$ cat src/rtl/zelda_pkg.sv
// Shared game datapath definitions: screen geometry, field widths, pixel
// record and the xy -> linear framebuffer address mapping.
package zelda_pkg;

  localparam int SCREEN_W = 320;
  localparam int SCREEN_H = 240;
  localparam int COLOUR_W = 6;
  localparam int X_W      = 9;
  localparam int Y_W      = 8;
  localparam int ADDR_W   = 17;

  // One buffered framebuffer write: linear address plus colour.
  typedef struct packed {
    logic [ADDR_W-1:0]   addr;
    logic [COLOUR_W-1:0] colour;
  } pixel_t;

  // y*320 + x as two shifts and adds (256y + 64y + x); max 76799 fits in 17b.
  function automatic logic [ADDR_W-1:0] xy_to_addr(input logic [X_W-1:0] x,
                                                   input logic [Y_W-1:0] y);
    return {1'b0, y, 8'b0} + {3'b0, y, 6'b0} + {8'b0, x};
  endfunction

endpackage

$ cat src/rtl/pixel_fifo.sv
// Generic synchronous FIFO with a combinational view of the head entry.
// A push into a full FIFO is only accepted when a pop happens the same cycle.
module pixel_fifo #(
  parameter int WIDTH = 23,
  parameter int DEPTH = 4
) (
  input  logic             clock,
  input  logic             reset,
  input  logic             push,
  input  logic [WIDTH-1:0] wdata,
  input  logic             pop,
  output logic             full,
  output logic             empty,
  output logic [WIDTH-1:0] head
);

  localparam int AW = $clog2(DEPTH);

  logic [WIDTH-1:0] mem [DEPTH];
  logic [AW-1:0]    wr_ptr, rd_ptr;
  logic [AW:0]      count;
  logic             do_push, do_pop;

  assign empty   = (count == '0);
  assign full    = (count == (AW+1)'(DEPTH));
  assign do_pop  = pop && !empty;
  assign do_push = push && (!full || do_pop);
  assign head    = empty ? '0 : mem[rd_ptr];

  // Storage array; no reset needed, contents are gated by count.
  always_ff @(posedge clock) begin
    if (do_push) mem[wr_ptr] <= wdata;
  end

  // Pointers wrap naturally (power-of-two depth); count tracks occupancy.
  always_ff @(posedge clock) begin
    if (!reset) begin
      wr_ptr <= '0;
      rd_ptr <= '0;
      count  <= '0;
    end else begin
      if (do_push) wr_ptr <= wr_ptr + 1'b1;
      if (do_pop)  rd_ptr <= rd_ptr + 1'b1;
      case ({do_push, do_pop})
        2'b10:   count <= count + 1'b1;
        2'b01:   count <= count - 1'b1;
        default: count <= count;
      endcase
    end
  end

endmodule

$ cat src/rtl/vga_pixel_writer.sv
// Framebuffer write stage: bounds-check and address each incoming pixel,
// buffer it through a small FIFO across framebuffer stalls, and count drops.
module vga_pixel_writer #(
  parameter int SCREEN_W   = zelda_pkg::SCREEN_W,
  parameter int SCREEN_H   = zelda_pkg::SCREEN_H,
  parameter int FIFO_DEPTH = 4,
  parameter int CNT_W      = 8
) (
  input  logic             clock,
  input  logic             reset,
  input  logic [8:0]       in_x,
  input  logic [7:0]       in_y,
  input  logic [5:0]       in_colour,
  input  logic             in_valid,
  output logic             in_ready,
  output logic [16:0]      fb_address,
  output logic [5:0]       fb_colour,
  output logic             fb_write,
  input  logic             fb_ready,
  output logic [CNT_W-1:0] oob_count,
  output logic [CNT_W-1:0] ovf_count,
  output logic             busy
);

  import zelda_pkg::*;

  logic   in_range;
  logic   s1_valid;
  pixel_t s1_pix;
  pixel_t head;
  logic   full, empty;

  assign in_range = (in_x < X_W'(SCREEN_W)) && (in_y < Y_W'(SCREEN_H));

  // Stage 1: register in-range pixels with their linear address.
  always_ff @(posedge clock) begin
    if (!reset) begin
      s1_valid <= 1'b0;
      s1_pix   <= '0;
    end else begin
      s1_valid <= in_valid && in_range;
      if (in_valid && in_range) begin
        s1_pix.addr   <= xy_to_addr(in_x, in_y);
        s1_pix.colour <= in_colour;
      end
    end
  end

  // Saturating debug counters: out-of-range pixels and FIFO-full drops.
  // Full implies non-empty, so a full push is dropped exactly when fb_ready=0.
  always_ff @(posedge clock) begin
    if (!reset) begin
      oob_count <= '0;
      ovf_count <= '0;
    end else begin
      if (in_valid && !in_range && oob_count != '1)
        oob_count <= oob_count + CNT_W'(1);
      if (s1_valid && full && !fb_ready && ovf_count != '1)
        ovf_count <= ovf_count + CNT_W'(1);
    end
  end

  pixel_fifo #(
    .WIDTH($bits(pixel_t)),
    .DEPTH(FIFO_DEPTH)
  ) u_fifo (
    .clock (clock),
    .reset (reset),
    .push  (s1_valid),
    .wdata (s1_pix),
    .pop   (fb_ready),
    .full  (full),
    .empty (empty),
    .head  (head)
  );

  assign fb_write   = !empty && fb_ready;
  assign fb_address = head.addr;
  assign fb_colour  = head.colour;
  assign in_ready   = !full;
  assign busy       = s1_valid || !empty;

endmodule

$ cat config.mk
export PLATFORM = sky130hd
export DESIGN_NAME = vga_pixel_writer
export DESIGN_NICKNAME = d
export VERILOG_FILES = /design/src/rtl/zelda_pkg.sv /design/src/rtl/pixel_fifo.sv /design/src/rtl/vga_pixel_writer.sv
export SDC_FILE = /design/constraint.sdc
export NUM_CORES = 1
export LEC_CHECK = 0
export CAP_MARGIN = 20
export CORE_MARGIN = 5
export CORE_UTILIZATION = 30
export DETAILED_ROUTE_END_ITERATION = 12
export PLACE_DENSITY = 0.57
export REMOVE_ABC_BUFFERS = 1
export SLEW_MARGIN = 20
export SYNTH_ARGS = -nofsm -noshare
export SYNTH_HDL_FRONTEND = slang
export SYNTH_SLANG_ARGS = --single-unit
$ cat constraint.sdc
create_clock -name clock -period 3.17 [get_ports clock]
set_input_delay 0.4755 -clock clock [delete_from_list [all_inputs] [get_ports clock]]
set_output_delay 0.4755 -clock clock [all_outputs]
set_load 0.02 [all_outputs]
== After elaboration in Yosys (flattened, before gate mapping) ==
Memories as Yosys holds them, arrays and structs flattened. A register that Yosys moved wholly into a read port is not among the register bits.
Index checks and enable logic that the tools add are counted.

* Magnitude comparators: 2
* Reduce and logical (&&, ||, !) cells: 17
* Add/sub/neg operators: 8
* Eq/ne operators: 5
* Mux-type cells: 6

{| class="wikitable"
|+ Operators with widths
! cell !! number
|-
| $mux W23 || 1
|-
| $add A16 B14 Y17 || 1
|-
| $add A17 B9 Y17 || 1
|-
| $add A8 B1 Y8 const B || 2
|-
| $ne A8 B8 Y1 const B || 2
|-
| $logic_and A1 B1 Y1 || 9
|-
| $lt A9 B9 Y1 const B || 1
|-
| $lt A8 B8 Y1 const B || 1
|-
| $pmux W3 S2 || 1
|-
| $add A2 B1 Y2 const B || 2
|-
| $logic_not A1 Y1 || 4
|-
| $mux W2 || 2
|-
| $add A3 B1 Y3 const B || 1
|-
| $eq A3 B3 Y1 const B || 1
|-
| $logic_not A3 Y1 || 1
|-
| $sub A3 B1 Y3 const B || 1
|-
| $eq A2 B1 Y1 const B || 1
|-
| $eq A2 B2 Y1 const B || 1
|-
| $logic_or A1 B1 Y1 || 2
|-
| $mux W1 || 2
|-
| $reduce_bool A2 Y1 || 1
|}

* Memories kept: 1
* RAM bits: 92
* Word-level logic and storage cells: 47
* Flip-flop bits (word level): 47

{| class="wikitable"
|+ Memories
! name !! words !! bits a word !! rd ports !! clocked after memory_dff !! wr ports !! line !! source
|-
| u_fifo.mem || 4 || 23 || 1 || 1 || 1 || pixel_fifo.sv:19 || <nowiki>logic [WIDTH-1:0] mem [DEPTH];</nowiki>
|}

== Logic depth before layout (Yosys ltp) ==
Gate-level depths: netlist of run 1.

* Depth after elaboration: 7
* Gate-level depth with buffers: 10
* Depth with buffers taken out: 9

== Hierarchy ==
Synthesis of run 1 repeated with hierarchy kept, for this count alone.

* Cells, all modules: 462
* Area, all modules: 6159.7 um^2

{| class="wikitable"
|+ Modules (own cells, without submodules)
! module !! instances !! area an instance (um^2) !! cells each
|-
| pixel_fifo || 1 || 4065.1 || 213
|-
| vga_pixel_writer || 1 || 2094.5 || 249
|}

== Worst setup path after synthesis of run 1 ==
Ideal clock, no wire load.

* Kind: input-to-reg
* From: input in_x[8]
* To: register s1_pix[20] (netlist bit)
* Cell stages on the path: 8
* Setup time: 95 ps
* Data arrival time: 2369 ps
* Setup slack: 706 ps
* Path buffers: 0
* Cells stage by stage: inv_1 fa_1 inv_1 ha_1 a211oi_1 o21ai_0 and3_1 o311ai_1

* Word-level cells in the longest chain between the ends: 3
* Elaborated cells between the ends (all ways): 4
* Those cells by class: add/sub (1); order compare (1); reduce/logical (2)

{| class="wikitable"
|+ Ends and longest elaborated chain
! what !! line !! source
|-
| from (decl) || vga_pixel_writer.sv:11 || <nowiki>input logic [8:0] in_x,</nowiki>
|-
| branches (longest 3 deep; another with $add A17 B9 Y17) || -- ||
|-
| to (decl) || vga_pixel_writer.sv:29 || <nowiki>pixel_t s1_pix;</nowiki>
|}

Several ways; the timed one is not identified.
A chain may end at the register's enable or synchronous reset.

==> results of run 1 <==
==> registers in the layout (all words and copies together), names as in the netlist, named ones only <==
register and cells:
u_fifo.wr_ptr 2, u_fifo.count 3, s1_valid 1, s1_pix 23, u_fifo.rd_ptr 2, oob_count 8
u_fifo.mem 92, ovf_count 8
==> synth_stat cells (all sizes together) (2+ instances only) <==
library cell,n,area (µm²)
and2,6,37.5
a211oi,3,22.5
or2,2,12.5
or4,7,52.6
fa,3,60.1
dfxtp,49,981
and3,4,25.0
nand2,37,139
buf,5,31.3
or3,5,31.3
clkbuf,14,52.6
nand3,17,85.1
edfxtp,92,2760
mux4,23,518
o211ai,5,42.5
inv,16,60.1
nand4,4,25.0
ha,22,275
nor2,20,75.1
nand2b,4,25.0
mux2i,3,30.0
a21oi,33,165
o21ai,9,45.0
a2111o,2,22.5
o31ai,7,52.6
xor2,6,52.6
a21o,3,22.5
xnor2,3,26.3
o21a,2,15.0
o2111ai,2,17.5
nor2b,25,156
nor3,2,10.0
==> cell type report <==
class | count | area, µm²
fillers | 1941 | 12300
flip-flops and latches | 141 | 3740
multi-input cells | 271 | 2170
repair buffers | 84 | 801
clock buffers | 18 | 429
well taps | 270 | 338
clock inverters | 14 | 150
inverters | 17 | 63.8
==> report_power, final <==
part | internal (W) | switching (W) | total (W)
Sequential | 0.00203 | 0.0000642 | 0.00210
Clock | 0.00111 | 0.000813 | 0.00193
Combinational | 0.000636 | 0.000704 | 0.00134
Total | 0.00378 | 0.00158 | 0.00536
==> logic make-up after synthesis <==
group / after synthesis
muxes: 26
and+or+nand+nor: 137
adders and majority gates: 25
buffers and inverters: 36
DFF: 141
xor gates and xnor gates: 9
AOI/OAI and AO/OA: 74
==> critical path: cells and delay by family (launching register included) <==
family        cells  cell delay [ns]
mux               1             0.54
buf+inv           2             0.92
flops             1             0.34
simple gates      1             0.17
==> per-stage QoR <==
| stage | hold slack [ns] | cell area, µm² | cells |
|---|---|---|---|
| after floorplan | 0.459 | 5970 | 429 |
| after global placement | 0.467 | 7120 | 783 |
| after detailed placement | 0.489 | 7120 | 783 |
| after CTS | 0.503 | 7690 | 815 |
| after global routing | 0.524 | 7690 | 815 |
| final | 0.496 | 7690 | 815 |
==> layer usage <==
| layer | vias up | part of all wire | track usage |
|---|---|---|---|
| met4 | 0 | 0.0066 | 0.0390 |
| met1 | 1922 | 0.46 | 0.155 |
| li1 | 1859 | - | - |
| met3 | 8 | 0.057 | 0.0407 |
| met5 | - | 0 | 0 |
| met2 | 108 | 0.47 | 0.191 |
==> path summary, 6_finish.rpt <==
check | startpoint | endpoint | slack [ns]
max | flip-flop | fb_address[10] | 0.30
min | s1_pix[13] | s1_pix[13] | 0.50
max reg2reg | u_fifo.count[0] | u_fifo.count[2] | 0.86
min reg2reg | s1_pix[13] | s1_pix[13] | 0.50
==> reports/results.ini, run 1 <==
[clock_network]
clock-root-buffer = clkbuf_16
worst_setup_hold_path_clk_slew_ns = 0.06
post-cts-setup-buffer-count = 0
htree_levels = 4
number_of_buffers_added_by_the_clock_tree_synthesis_step = 17
ctsResizeCount = 0
cts.sinks = 141
tritoncts = built
clock_latency_ns = 0.42
cts_hold_repair.buffers = 0
clk_path_buf_depth = 2

[routing]
detailedRoute.firstIterationViolations = 194
final_antenna_net_count = 0
detailroute.via_count = 3897
routed_wirelength_um = 13600
routedWlPerCell_um = 16.7
firstDrtPassIters = 5
drc = 0
routed_via_density = 4.78

[synth]
combinational_family_with_the_most_area_after_synthesis = simple AND/OR/NAND/NOR gates
synth-compound-area-share = 0.0791
synth.ff_latch_count = 141
number_of_enable_type_register_cells_in_the_synthesized_netlist = 92
async_flop_share = 0
synthSimpleGateAreaFrac = 0.119
synth-warning-count = 0
synth_sequential_area_ratio = 0.618
syn-instance-count = 448
yosys.area_share.xor_xnor = 0.0130
synthAdderAreaFrac = 0.0554
synth.area.mux_share = 0.0905
synthFlopType = edfxtp_1
syn-mean-instance-area_um2 = 13.5
count_of_cell_types_in_the_netlist = 48
post_synth_instance_area_mm2 = 0.00606

[min_path]
hold_depth = 2
hold_path_class = flip-flop to flip-flop

[timing]
rsz_0062_raised_after_global_routing = false
timing.setup.tns_ns = 0
finalSetupViolations = 0
postLayoutSetupSlackWorst_ns = 0.300
slew_violations = 0
timing.clock.skew_ns = 0.00564
slew_headroom = 0.422
f_max_ghz = 0.348
timing_hold_violations_final = 0
tightest_slew_ns = 0.867
post-route-min-period_ns = 2.87
layout_worst_path_cycle_share = 0.905

[floorplan]
boundaryPins = 69
floorplan.die.width_um = 152
placeableCoreArea_mm2 = 0.0200
die_area_mm2 = 0.0231
start_util = 0.302
floorplan_die_height_um = 152
row_count = 52

[layout]
commonest_cells_after_routing_fill_and_taps_aside = edfxtp_1 (92), clkdlybuf4s50_1 (68), dfxtp_1 (49)
layout_commonest_cell = edfxtp_1
drive_above_1_share = 0.141
design.final.nets = 584
final_core_utilization = 0.384
antennaDiodeCount = 0
area.growth.synth_to_final_pct = 27.1

[critical_path]
required_ns = 2.69
critPathKind = flip-flop to output port
timing.critical_path.from_type = flip-flop
reg2reg_depth = 9
timing.critical_path.slowest_cell_delay_ns = 0.57
worstPathCellList = buf_4 -> mux4_2 -> nor2b_1 -> clkdlybuf4s50_1
worstSetupEndpointType = output port
crit_arrival_ns = 2.39
worstPathMaxFanout = 17
worst_path_max_delay_cell = clkdlybuf4s50_1

[global_routing]
grt_start_max_net_pins = 26
antenna_found_initial = 0
grt_first_pass_wirelength_um = 21900
grt_use_total = 0.120
first_global_vias = 4106
globalRouteOverflowTotal = 0

[place]
dpl_worst_slack_ns = -0.0368
globalplace.congestion = 0.772
port-buffer-count = 68
dp_hpwl_um = 9260

[pwr]
vdd_ir_drop_max_mv = 0.419
final_power_w = 0.00536
leak_pwr_nw = 2.60
pd_cells_mw_per_mm2 = 697

[flow_run]
max_cap_violations = 0

[status]
outcome = complete, no violations

No activity file was read; power rests on OpenSTA's default activity.
==> run 2: changes to the inputs <==
--- a/config.mk
+++ b/config.mk
@@ -5,7 +5,6 @@
 export SDC_FILE = /design/constraint.sdc
 export NUM_CORES = 1
 export LEC_CHECK = 0
-export CAP_MARGIN = 20
 export CORE_MARGIN = 5
 export CORE_UTILIZATION = 30
 export DETAILED_ROUTE_END_ITERATION = 12
==> results of run 2 <==
Same layout as run 1: the final DEF is identical, and so are final timing and power.
==> run 3: changes to the inputs <==
--- a/config.mk
+++ b/config.mk
@@ -5,6 +5,7 @@
 export SDC_FILE = /design/constraint.sdc
 export NUM_CORES = 1
 export LEC_CHECK = 0
+export ABC_AREA = 0
 export CORE_MARGIN = 5
 export CORE_UTILIZATION = 30
 export DETAILED_ROUTE_END_ITERATION = 12
==> results of run 3 <==
Same layout as run 1: the final DEF is identical, and so are final timing and power.
